[config.mk]
export PLATFORM = sky130hd
export DESIGN_NAME = iq_entry_allocator
export DESIGN_NICKNAME = d
export VERILOG_FILES = /design/src/rtl/iq_entry_allocator.sv
export SDC_FILE = /design/constraint.sdc
export NUM_CORES = 1
export LEC_CHECK = 0
export CORE_MARGIN = 4
export CORE_UTILIZATION = 60
export CTS_CLUSTER_DIAMETER = 40
export DETAILED_ROUTE_END_ITERATION = 8
export DONT_BUFFER_PORTS = 1
export GPL_ROUTABILITY_DRIVEN = 0
export PLACE_DENSITY = 0.73
export SLEW_MARGIN = 20
export SYNTH_ARGS = -nofsm -noshare
export SYNTH_HDL_FRONTEND = slang
export SYNTH_SLANG_ARGS = --single-unit
[constraint.sdc]
create_clock -name clk -period 3.5 [get_ports clk]
set_input_delay 0.525 -clock clk [delete_from_list [all_inputs] [get_ports clk]]
set_output_delay 0.525 -clock clk [all_outputs]
set_load 0.01 [all_outputs]
[src/rtl/iq_entry_allocator.sv]
// -----------------------------------------------------------------------------
// iq_entry_allocator
//
// Free list of issue queue entry indices. It is a circular FIFO of index slots.
// Dispatch lanes pop indices from the head, and issue/squash lanes push
// indices back at the tail. A pipeline flush rebuilds the identity list.
//
// Ports
//   clk            clock
//   rst            synchronous active-high reset; overrides every other input
//   allocReq[i]    dispatch lane i wants an entry this cycle
//   allocPtr[i]    entry index granted to lane i (combinational from state)
//   allocatable    at least ALLOC_WIDTH entries are free
//   releaseValid[j] lane j returns the entry index releasePtr[j]
//   releasePtr[j]  index being returned by lane j
//   flushAll       return every entry; rebuilds the post-reset list
//   freeCount      registered number of free entries
//   overflowErr    sticky; a release would have pushed the count past full
// -----------------------------------------------------------------------------
module iq_entry_allocator #(
   parameter int ENTRY_NUM     = 16,
   parameter int ALLOC_WIDTH   = 2,
   parameter int RELEASE_WIDTH = 2,
   localparam int PTR_W        = $clog2(ENTRY_NUM),
   localparam int CNT_W        = PTR_W + 1
) (
   input  logic                     clk,
   input  logic                     rst,
   input  logic [ALLOC_WIDTH-1:0]   allocReq,
   output logic [PTR_W-1:0]         allocPtr [ALLOC_WIDTH],
   output logic                     allocatable,
   input  logic [RELEASE_WIDTH-1:0] releaseValid,
   input  logic [PTR_W-1:0]         releasePtr [RELEASE_WIDTH],
   input  logic                     flushAll,
   output logic [CNT_W-1:0]         freeCount,
   output logic                     overflowErr
);

   // Widths able to hold a lane popcount of 0..WIDTH.
   localparam int AW_W  = $clog2(ALLOC_WIDTH + 1);
   localparam int RW_W  = $clog2(RELEASE_WIDTH + 1);
   // The pre-saturation count can exceed ENTRY_NUM by up to RELEASE_WIDTH.
   localparam int SUM_W = CNT_W + RW_W;

   // --------------------------------------------------------------------------
   // State
   // --------------------------------------------------------------------------
   logic [PTR_W-1:0] slot [ENTRY_NUM];
   logic [PTR_W-1:0] head;
   logic [PTR_W-1:0] tail;
   logic [CNT_W-1:0] count;
   logic             overflow_err_q;

   // --------------------------------------------------------------------------
   // Allocation side
   // --------------------------------------------------------------------------
   logic [AW_W-1:0] alloc_cnt;
   logic [AW_W-1:0] n_alloc_eff;

   assign allocatable = (count >= CNT_W'(ALLOC_WIDTH));

   // Each requesting lane takes the next slot after those claimed by the lower
   // lanes. So grants stay packed in FIFO order even when the requesting lanes
   // are not contiguous.
   // NOTE: blocking assignments are used here on purpose. The running
   // popcount has to be updated lane by lane inside one combinational
   // evaluation, and every output is given a value on every path, so no latch
   // is inferred.
   always_comb begin
      alloc_cnt = '0;
      for (int i = 0; i < ALLOC_WIDTH; i++) begin
         allocPtr[i] = slot[head + PTR_W'(alloc_cnt)];
         alloc_cnt   = alloc_cnt + AW_W'(allocReq[i]);
      end
   end

   // Requests are ignored while fewer than ALLOC_WIDTH entries are free.
   // Dispatch stalls as a whole, so no partial group is granted.
   assign n_alloc_eff = allocatable ? alloc_cnt : '0;

   // --------------------------------------------------------------------------
   // Release side
   // --------------------------------------------------------------------------
   logic [RW_W-1:0]  rel_cnt;
   logic [PTR_W-1:0] rel_addr [RELEASE_WIDTH];

   // Valid releases are packed at the tail in lane order. Invalid lanes
   // consume no slot.
   always_comb begin
      rel_cnt = '0;
      for (int j = 0; j < RELEASE_WIDTH; j++) begin
         rel_addr[j] = tail + PTR_W'(rel_cnt);
         rel_cnt     = rel_cnt + RW_W'(releaseValid[j]);
      end
   end

   // --------------------------------------------------------------------------
   // Count update
   // --------------------------------------------------------------------------
   logic [SUM_W-1:0] count_sum;
   logic             overflow;
   logic [CNT_W-1:0] count_next;

   // Subtraction cannot underflow. An allocation only takes effect when count
   // already covers ALLOC_WIDTH, and n_alloc_eff never exceeds that.
   assign count_sum  = SUM_W'(count) + SUM_W'(rel_cnt) - SUM_W'(n_alloc_eff);
   assign overflow   = (count_sum > SUM_W'(ENTRY_NUM));
   assign count_next = overflow ? CNT_W'(ENTRY_NUM) : CNT_W'(count_sum);

   // --------------------------------------------------------------------------
   // Sequential state
   // --------------------------------------------------------------------------
   // NOTE: all state below uses non-blocking assignments. Every register
   // then samples the pre-edge values, which is what lets head and tail move
   // independently in the same cycle.
   always_ff @(posedge clk) begin
      if (rst || flushAll) begin
         head  <= '0;
         tail  <= '0;
         count <= CNT_W'(ENTRY_NUM);
         // NOTE: the slot array is deliberately reset. The free list must
         // start out as the identity permutation, so these slots are
         // architectural state and not scratch storage.
         for (int k = 0; k < ENTRY_NUM; k++) begin
            slot[k] <= PTR_W'(k);
         end
      end else begin
         head  <= head + PTR_W'(n_alloc_eff);
         tail  <= tail + PTR_W'(rel_cnt);
         count <= count_next;
         // A release that overflows the list is still written. The error
         // flag records that the contents can no longer be trusted.
         for (int j = 0; j < RELEASE_WIDTH; j++) begin
            if (releaseValid[j]) begin
               slot[rel_addr[j]] <= releasePtr[j];
            end
         end
      end
   end

   // A flush blocks that cycle's releases, so it cannot raise the error.
   // A flush also does not clear an error that is already recorded.
   always_ff @(posedge clk) begin
      if (rst) begin
         overflow_err_q <= 1'b0;
      end else if (overflow && !flushAll) begin
         overflow_err_q <= 1'b1;
      end
   end

   assign freeCount   = count;
   assign overflowErr = overflow_err_q;

endmodule

-- Word level (Yosys, flattened, before mapping)
Memory sizes are Yosys's and may differ from the RTL's. A register that Yosys moved wholly into a read port is not among the register bits.
Cells that the tools add are included.
- magnitude comparators: 2
- reduce and logical (&&, ||, !) cells: 6
- multiplexer cells: 16
- add/subtract/negate cells: 8
- operators with widths (operator ; count):
    2-to-1 mux 4 bit ; 5
    2-to-1 mux 1 bit ; 10
    adder 4 x 1 -> 4 bit ; 2
    adder 4 x 2 -> 4 bit ; 2
    OR reduction 4 bit ; 2
    greater-than comparator 7 x 5 -> 1 bit (second input constant) ; 1
    subtractor 6 x 2 -> 7 bit ; 1
    adder 5 x 2 -> 6 bit ; 1
    greater-or-equal comparator 5 x 2 -> 1 bit (second input constant) ; 1
    adder 1 x 1 -> 2 bit ; 2
    2-to-1 mux 2 bit ; 1
    OR reduction 2 bit ; 1
    logical AND 1 bit ; 1
    zero test 1 bit ; 1
    logical OR 1 bit ; 1
- output and inout bits: 15
- logic and storage cells: 37
- bits in registers: 14
- memories kept: 1
- RAM bits: 64
- bits of input ports: 15
- memories (memory ; words ; bits a word ; read ports ; clocked after memory_dff ; wr ports ; line ; RTL):
    slot ; 16 ; 4 ; 2 ; 1 ; 16 ; 48 ; logic [PTR_W-1:0] slot [ENTRY_NUM];

-- Logic depth before layout (Yosys ltp)
Gate-level depths: netlist of the first run.
- word-level depth: 5
- gate-level depth with buffers: 14
- gate-level depth less buffers: 14

-- Worst setup path before layout of the first run
Ideal clock, no wire load.
- path type: register -> register
- start point: register count[4] (netlist: freeCount[4])
- end point: register count[4] (netlist: freeCount[4])
- stages on the path, launching flop included: 14
- library setup time: 134 ps
- clock period less this slack: 3298 ps
- buffers on the path: 0
- arrival: 3164 ps
- required time: 3366 ps
- setup slack: 202 ps
- path through: dfxtp_1 > inv_1 > ha_1 > a21oi_1 > o21ai_0 > nand2_1 > inv_1 > fa_1 > inv_1 > ha_1 > a211oi_1 > o311ai_1 > xnor2_1 > or4_1
- word-level cells in the longest chain between the ends: 5
- ends and longest elaborated chain (what ; line ; RTL):
    from (decl) ; 51 ; logic [CNT_W-1:0] count;
    from (signal assigned) ; 120 ; count <= CNT_W'(ENTRY_NUM);
    from (signal assigned) ; 130 ; count <= count_next;
    greater-or-equal comparator 5 x 2 -> 1 bit (*) ; 60 ; assign allocatable = (count >= CNT_W'(ALLOC_WIDTH));
    named net allocatable ; 31 ; output logic allocatable,
    2-to-1 mux 2 bit (*) ; 79 ; assign n_alloc_eff = allocatable ? alloc_cnt : '0;
    subtractor 6 x 2 -> 7 bit (*) ; 106 ; assign count_sum = SUM_W'(count) + SUM_W'(rel_cnt) - SUM_W'(n_alloc_eff);
    greater-than comparator 7 x 5 -> 1 bit ; 107 ; assign overflow = (count_sum > SUM_W'(ENTRY_NUM));
    OR reduction 2 bit (no line) ; - ;
The timed path passes the listed nets; every way through them passes the cells marked *.
A chain may end at the register's enable or synchronous reset.

-- Worst setup path in the final report of the first run
- start point: register count[3] (netlist: freeCount[3])
- end point: register count[3] (netlist: freeCount[3])
- word-level cells in the longest chain between the ends: 5
- ends and longest elaborated chain (what ; line):
    greater-or-equal comparator 5 x 2 -> 1 bit ; 60
    2-to-1 mux 2 bit ; 79
    subtractor 6 x 2 -> 7 bit (*) ; 106
    greater-than comparator 7 x 5 -> 1 bit ; 107
    OR reduction 2 bit (no line) ; -
Every way passes the cells marked *; elsewhere a longest branch is shown, timed or not.

==> metrics.txt, run 1 <==
status=finished clean; library cells used by synthesis=50; final setup vio count=0; main combinational cell family by area after synthesis=multiplexers; critical path capture point type=register; CTS buffer count=9; CTS tree=yes; hold_buf cts=0; clock slew at reported path FFs=0.07 ns; mean number of vias per cell=6.56; Routed WL per cell=22.7 um; Max Freq=310 MHz; met1 Resource Use GR=38.0%; Clock Skew=0.00890 ns; Final nets=502; clk_lat worst skew=0.36 ns; io pins=30; largest net degree at the start of global routing=20; Yosys reg bits=78; CTS max path bufs=2; synthesis warning total=0; top_reg_cell synth=edfxtp_1; die area=0.0105 mm2; busiest layer in global routing=met2; die width=103 um; Compound-Gate Fraction of Synth Area=3.98%; GRT Residual Overflow=0; met2 usage=40.1%; synthesized area per cell=11.4 um2; Peak VDD IR=0.520 mV; mux contribution to synthesized area=27.5%; Worst Tran Pin Value=0.651 ns; clock share of power=23.6%; CP Max Fanout=4; number of diodes=0; Routed Antenna Nets=0; initial antenna violation count=1; post-cts sizing count=0; CP arrival=3.52 ns; clock root buffer=clkbuf_8; share of cells above drive strength 1=15.8%; drt total wl=13.1 mm; # rows=34; Iteration-0 DRC Markers=248; Int Power=1.64 mW; core footprint=0.00872 mm2; Layout Cells excl Fill=577; CP Launch Type=register; DP Cell Count=561; H-tree lvl count=3; Seq pwr share=45.7%; DR pass1 iterations=5; Post-synth EDFFs=64; Setup CP Type=reg -> reg; Synth async-reset ratio=0%; postcts setup bufs=0; port buffer count=0; GR Layer Usage met3=5.21%; total power=2.42 mW; Seq/Total Area, Yosys=41.0%; synth top area cells=edfxtp_1, mux4_2, mux2i_1, dfxtp_1, ha_1; P per Cell Area=429 mW/mm2; post-route cell area=0.00564 mm2; Max transition margin=56.6%; placed cell area=0.00547 mm2; maxcap violations=0; Cells after Synth=471; unrepaired setup endpoints after global routing=no; routed via count=3785; clk sink count=78; fin. max-slew vios=0; switching power=0.776 mW; WHS=0.275 ns; Period minus WS final=3.23 ns; Combinational Power Share=30.7%; Post-Synth XOR/XNOR Area=1.63%; switching share of total power=32.1%; Adder-Cell Fraction of Synth Area=5.92%; DP Worst Slack=0.131 ns; dominant cell type by area after synthesis=edfxtp_1; Leak Pwr=1.91 nW; Sum Neg Setup Slack=0 ns; simple-gate portion of the synthesized area=15.4%; final hold violations=0; Starting Density=61.6%; area share of the largest cell type after synthesis=35.8%; fin util=64.6%; all-layer global routing usage=26.6%; Die Span Y=103 um; first-pass GRT wire length=20.4 mm; Post-DP HPWL=9.98 mm; worst min path class=in -> reg; syn_nets=509; fin crit share=92.3%; Synth-to-Final Area Change=4.94%; Post-Syn Area=0.00537 mm2; vias in the first global route=3612; DR DRC count=0; Req. time, crit path=3.79 ns; final worst setup slack=0.271 ns
[sequential cells by signal, summed over array words and instances, names as in the netlist]
signal / count
overflowErr: 1
freeCount: 5
tail: 4
head: 4
slot: 64
[final timing paths]
path | from | endpoint | slack, ns | cells after the start
hold / removal | rst | overflowErr | 0.27 | 1
setup / recovery | freeCount[3] | freeCount[3] | 0.27 | 14
setup reg to reg | freeCount[3] | freeCount[3] | 0.27 | 14
hold reg to reg | overflowErr | overflowErr | 0.53 | 2
[cell usage in the layout, fill, tap and decap left out, drive strengths merged, types with 2 or more instances in the layout]
cell	synthesis	layout
nor3	12	12
o21ai	3	3
mux4	36	36
a21oi	9	9
a21boi	3	3
and2	3	3
clkbuf	17	11
clkinv	0	5
mux2i	60	60
nand3	16	16
or2	4	4
nor2b	9	9
nand2b	5	5
nor3b	3	3
ha	19	19
fa	4	4
mux2	6	6
nor2	59	59
nand2	40	40
or3	7	7
xor2	4	4
nand4b	2	2
buf	14	13
inv	26	26
dfxtp	14	14
edfxtp	64	64
o211ai	4	4
a211oi	6	6
xnor2	6	6
nand3b	3	3
[power groups by stage]
stage          registers (mW)  logic, mW  clock network, mW
2_1_floorplan            1.11      0.566                  0
3_3_place_gp             1.12      0.713                  0
3_5_place_dp             1.13      0.731                  0
4_1_cts                  1.10      0.734              0.574
5_1_grt                  1.11      0.819              0.627
6_report                 1.11      0.742              0.572
[final cells by class]
type | count | area (um2)
Multi-Input combinational cell | 336 | 2930
Inverter | 26 | 97.6
Timing Repair Buffer | 13 | 110
Tap cell | 108 | 135
Sequential cell | 78 | 2200
Clock buffer | 11 | 131
Fill cell | 674 | 3080
Clock inverter | 5 | 26.3
[Yosys cell counts (2+ instances only)]
cell type / count
edfxtp_1: 64
mux2i_1: 60
nor2_1: 59
nand2_1: 40
mux4_2: 36
inv_1: 26
ha_1: 19
clkbuf_1: 16
nand3_1: 16
dfxtp_1: 14
a21oi_1: 9
buf_2: 9
nor2b_1: 9
nor3_1: 9
or3_1: 7
a211oi_1: 6
xnor2_1: 6
nand2b_1: 5
fa_1: 4
mux2_2: 4
o211ai_1: 4
xor2_1: 4
a21boi_0: 3
and2_1: 3
buf_1: 3
nand3b_1: 3
nor3b_1: 3
o21ai_0: 3
buf_6: 2
mux2_1: 2
nand4b_1: 2
nor3_2: 2
or2_2: 2
[logic make-up after synthesis]
family,after synthesis
AO/OA/AOI/OAI,32
XOR/XNOR,10
adder cells (fa/ha/maj),23
buffers and inverters,57
flip-flops,78
multiplexers,102
AND/OR/NAND/NOR,169
[metal layers]
metal,wire length [um],part of all wire [%]
met5,13,0.099
met4,368,2.8
met3,1260,9.6
met2,6070,46
met1,5390,41
[worst max-delay path, cell delays in order (launching register included)]
cell and delay (ns):
dfxtp_1 0.34, inv_1 0.09, ha_1 0.23, a21oi_1 0.16, o21ai_1 0.10, buf_4 0.16, and2_1 0.17, ha_1 0.27
inv_1 0.04, ha_1 0.21, fa_1 0.42, xnor2_1 0.25, nand4b_1 0.15, a2111o_1 0.49, nor2_1 0.10
(Power assumes the default switching activity.)
==> run 2, diff against run 1 <==
- CTS_CLUSTER_SIZE: unset -> 20
- GPL_ROUTABILITY_DRIVEN: 0 -> unset
- clock period: 3.5 -> 3.1 ns (I/O delays scaled with it)
==> run 2 against run 1 <==
Net effect:
- clock skew rose by 0.0019 ns
- hold slack got worse by 0.057 ns
- combinational power rose by 70%
- largest cell class unchanged
- routed wire length rose by 8.0%
- utilization rose by 5.4 points
- fmax rose by 4.7%
- power rose by 42%
- register-to-register slack got worse by 0.25 ns
- critical path depth fell by 1
- global-route usage rose by 1.9 points
- non-clock buffer count rose by 35
- clock power rose by 61%
==> metrics.txt, run 2 (synthesis gave the netlist of run 1 again) <==
die area=0.0105 mm2; H-tree lvl count=3; critical path capture point type=register; worst min path class=in -> reg; drt total wl=14.1 mm; Setup CP Type=reg -> reg; DR DRC count=0; total power=3.44 mW; Sum Neg Setup Slack=0 ns; P per Cell Area=563 mW/mm2; CTS tree=yes; post-route cell area=0.00611 mm2; clk_lat worst skew=0.36 ns; number of diodes=0; area occupied by multi-input gates=0.00306 mm2; clock root buffer=clkbuf_8; die width=103 um; Iteration-0 DRC Markers=349; Final nets=537; routed via count=3945; Starting Density=61.6%; Largest Register=slot; placed cell area=0.00558 mm2; hold_buf cts=0; initial antenna violation count=0; Layout fillers=613; Leak Pwr=2.15 nW; status=finished clean; all-layer global routing usage=28.5%; max incr delay on CP=0.53 ns; fin. max-slew vios=0; maxcap violations=0; Routed Antenna Nets=0; Setup crit end=freeCount[4]; fin crit share=99.4%; share of cells above drive strength 1=27.2%; commonest non-fill, non-tap cell in the layout=edfxtp_1; Peak VDD IR=0.803 mV; Die Span Y=103 um; Routed WL per cell=23.1 um; CP Max Fanout=3; largest net degree at the start of global routing=20; CP max stage cell=fa_1; Largest register FFs=64; hold path start=rst; Synth-to-Final Area Change=13.8%; CTS buffer count=9; final hold violations=0; Clock Skew=0.0108 ns; Max Freq=324 MHz; reg2reg start=freeCount[2]; io pins=30; mean number of vias per cell=6.45; Reg2Reg Depth=13; final setup vio count=0; r2r endpoint=freeCount[4]; unrepaired setup endpoints after global routing=yes; GRT Residual Overflow=0; clock slew at reported path FFs=0.08 ns; Post-DP HPWL=10.4 mm; Period minus WS final=3.08 ns; Worst Tran Pin Value=0.685 ns; WHS=0.218 ns; r2r setup slk=0.02 ns; clk sink count=78; first-pass GRT wire length=22.2 mm; Max transition margin=54.3%; CP arrival=3.30 ns; # rows=34; DR pass1 iterations=4; CTS max path bufs=2; RD Place Congestion=0.974; core footprint=0.00872 mm2; port buffer count=0; vias in the first global route=3936; worst path cell trace=inv_4, ha_4, a21oi_2, o21ai_2, nand2_2, inv_2, fa_1, inv_2, ha_4, a211oi_4, o311ai_2, xnor2_1, or4_1; Sequential Area=0.00221 mm2; CP startpoint=freeCount[2]; commonest non-fill, non-tap cells in the layout=edfxtp_1, mux2i_1, nor2_1, buf_4, nand2_1; CP Launch Type=register; Req. time, crit path=3.32 ns
run 2: cell count changes in the layout (fill, tap and decap cells not counted), sizes merged:
cell and change:
bufinv +3, clkbuf -1, buf +35, clkinv -3
inv +1
run 2: critical path: cells and delay by family (launching register included):
kind            cells  cell delay, ns
buf+inv             3            0.17
fa+ha+maj           3            0.90
xor+xnor            1            0.19
simple gates        2            0.59
compound gates      4            0.72
flops               1            0.39
run 2: timing repair:
action	CTS	global route
setup buffers	16	4
setup endpoints to repair	5	8
resized for setup	12	22
pin swaps	12	19
run 2: stage by stage:
step	std cells	setup WS [ns]	utilization, %
2_1_floorplan	471	0.00444	-
3_3_place_gp	576	0.0151	64.0
3_5_place_dp	576	-0.126	64.0
4_1_cts	608	-0.0238	68.5
5_1_grt	612	-0.142	70.1
6_report	612	0.0172	70.1
run 2: area by class of cell:
type                       count  area share (%)
clock buffer                  10            2.09
clock inverter                 6            1.78
inverter                      26            1.68
multi-input combinational    336            50.1
sequential                    78            36.1
tap                          108            2.21
timing repair buffer          48            6.02
run 2: worst min-delay path by stage:
stage                              to  slack, ns  cells after the start
after floorplan           overflowErr       0.49                      2
after global placement    overflowErr       0.51                      2
after detailed placement  overflowErr       0.54                      2
after CTS                 overflowErr       0.21                      1
after global routing      overflowErr       0.21                      1
final                     overflowErr       0.22                      1
run 2: power breakdown:
part / switching (mW) / internal [mW]
Combinational: 0.615 / 0.643
Sequential: 0.0651 / 1.20
Clock: 0.385 / 0.535
Total: 1.07 / 2.37
run 2: routing by layer:
| metal | vias to the layer above | GRT usage, % | part of all wire, % |
|---|---|---|---|
| li1 | 1793 | - | - |
| met1 | 1935 | 40.2 | 40 |
| met2 | 194 | 46.2 | 49 |
| met3 | 23 | 5.55 | 9.3 |
| met4 | 0 | 6.36 | 1.8 |
| met5 | - | 0 | 0 |
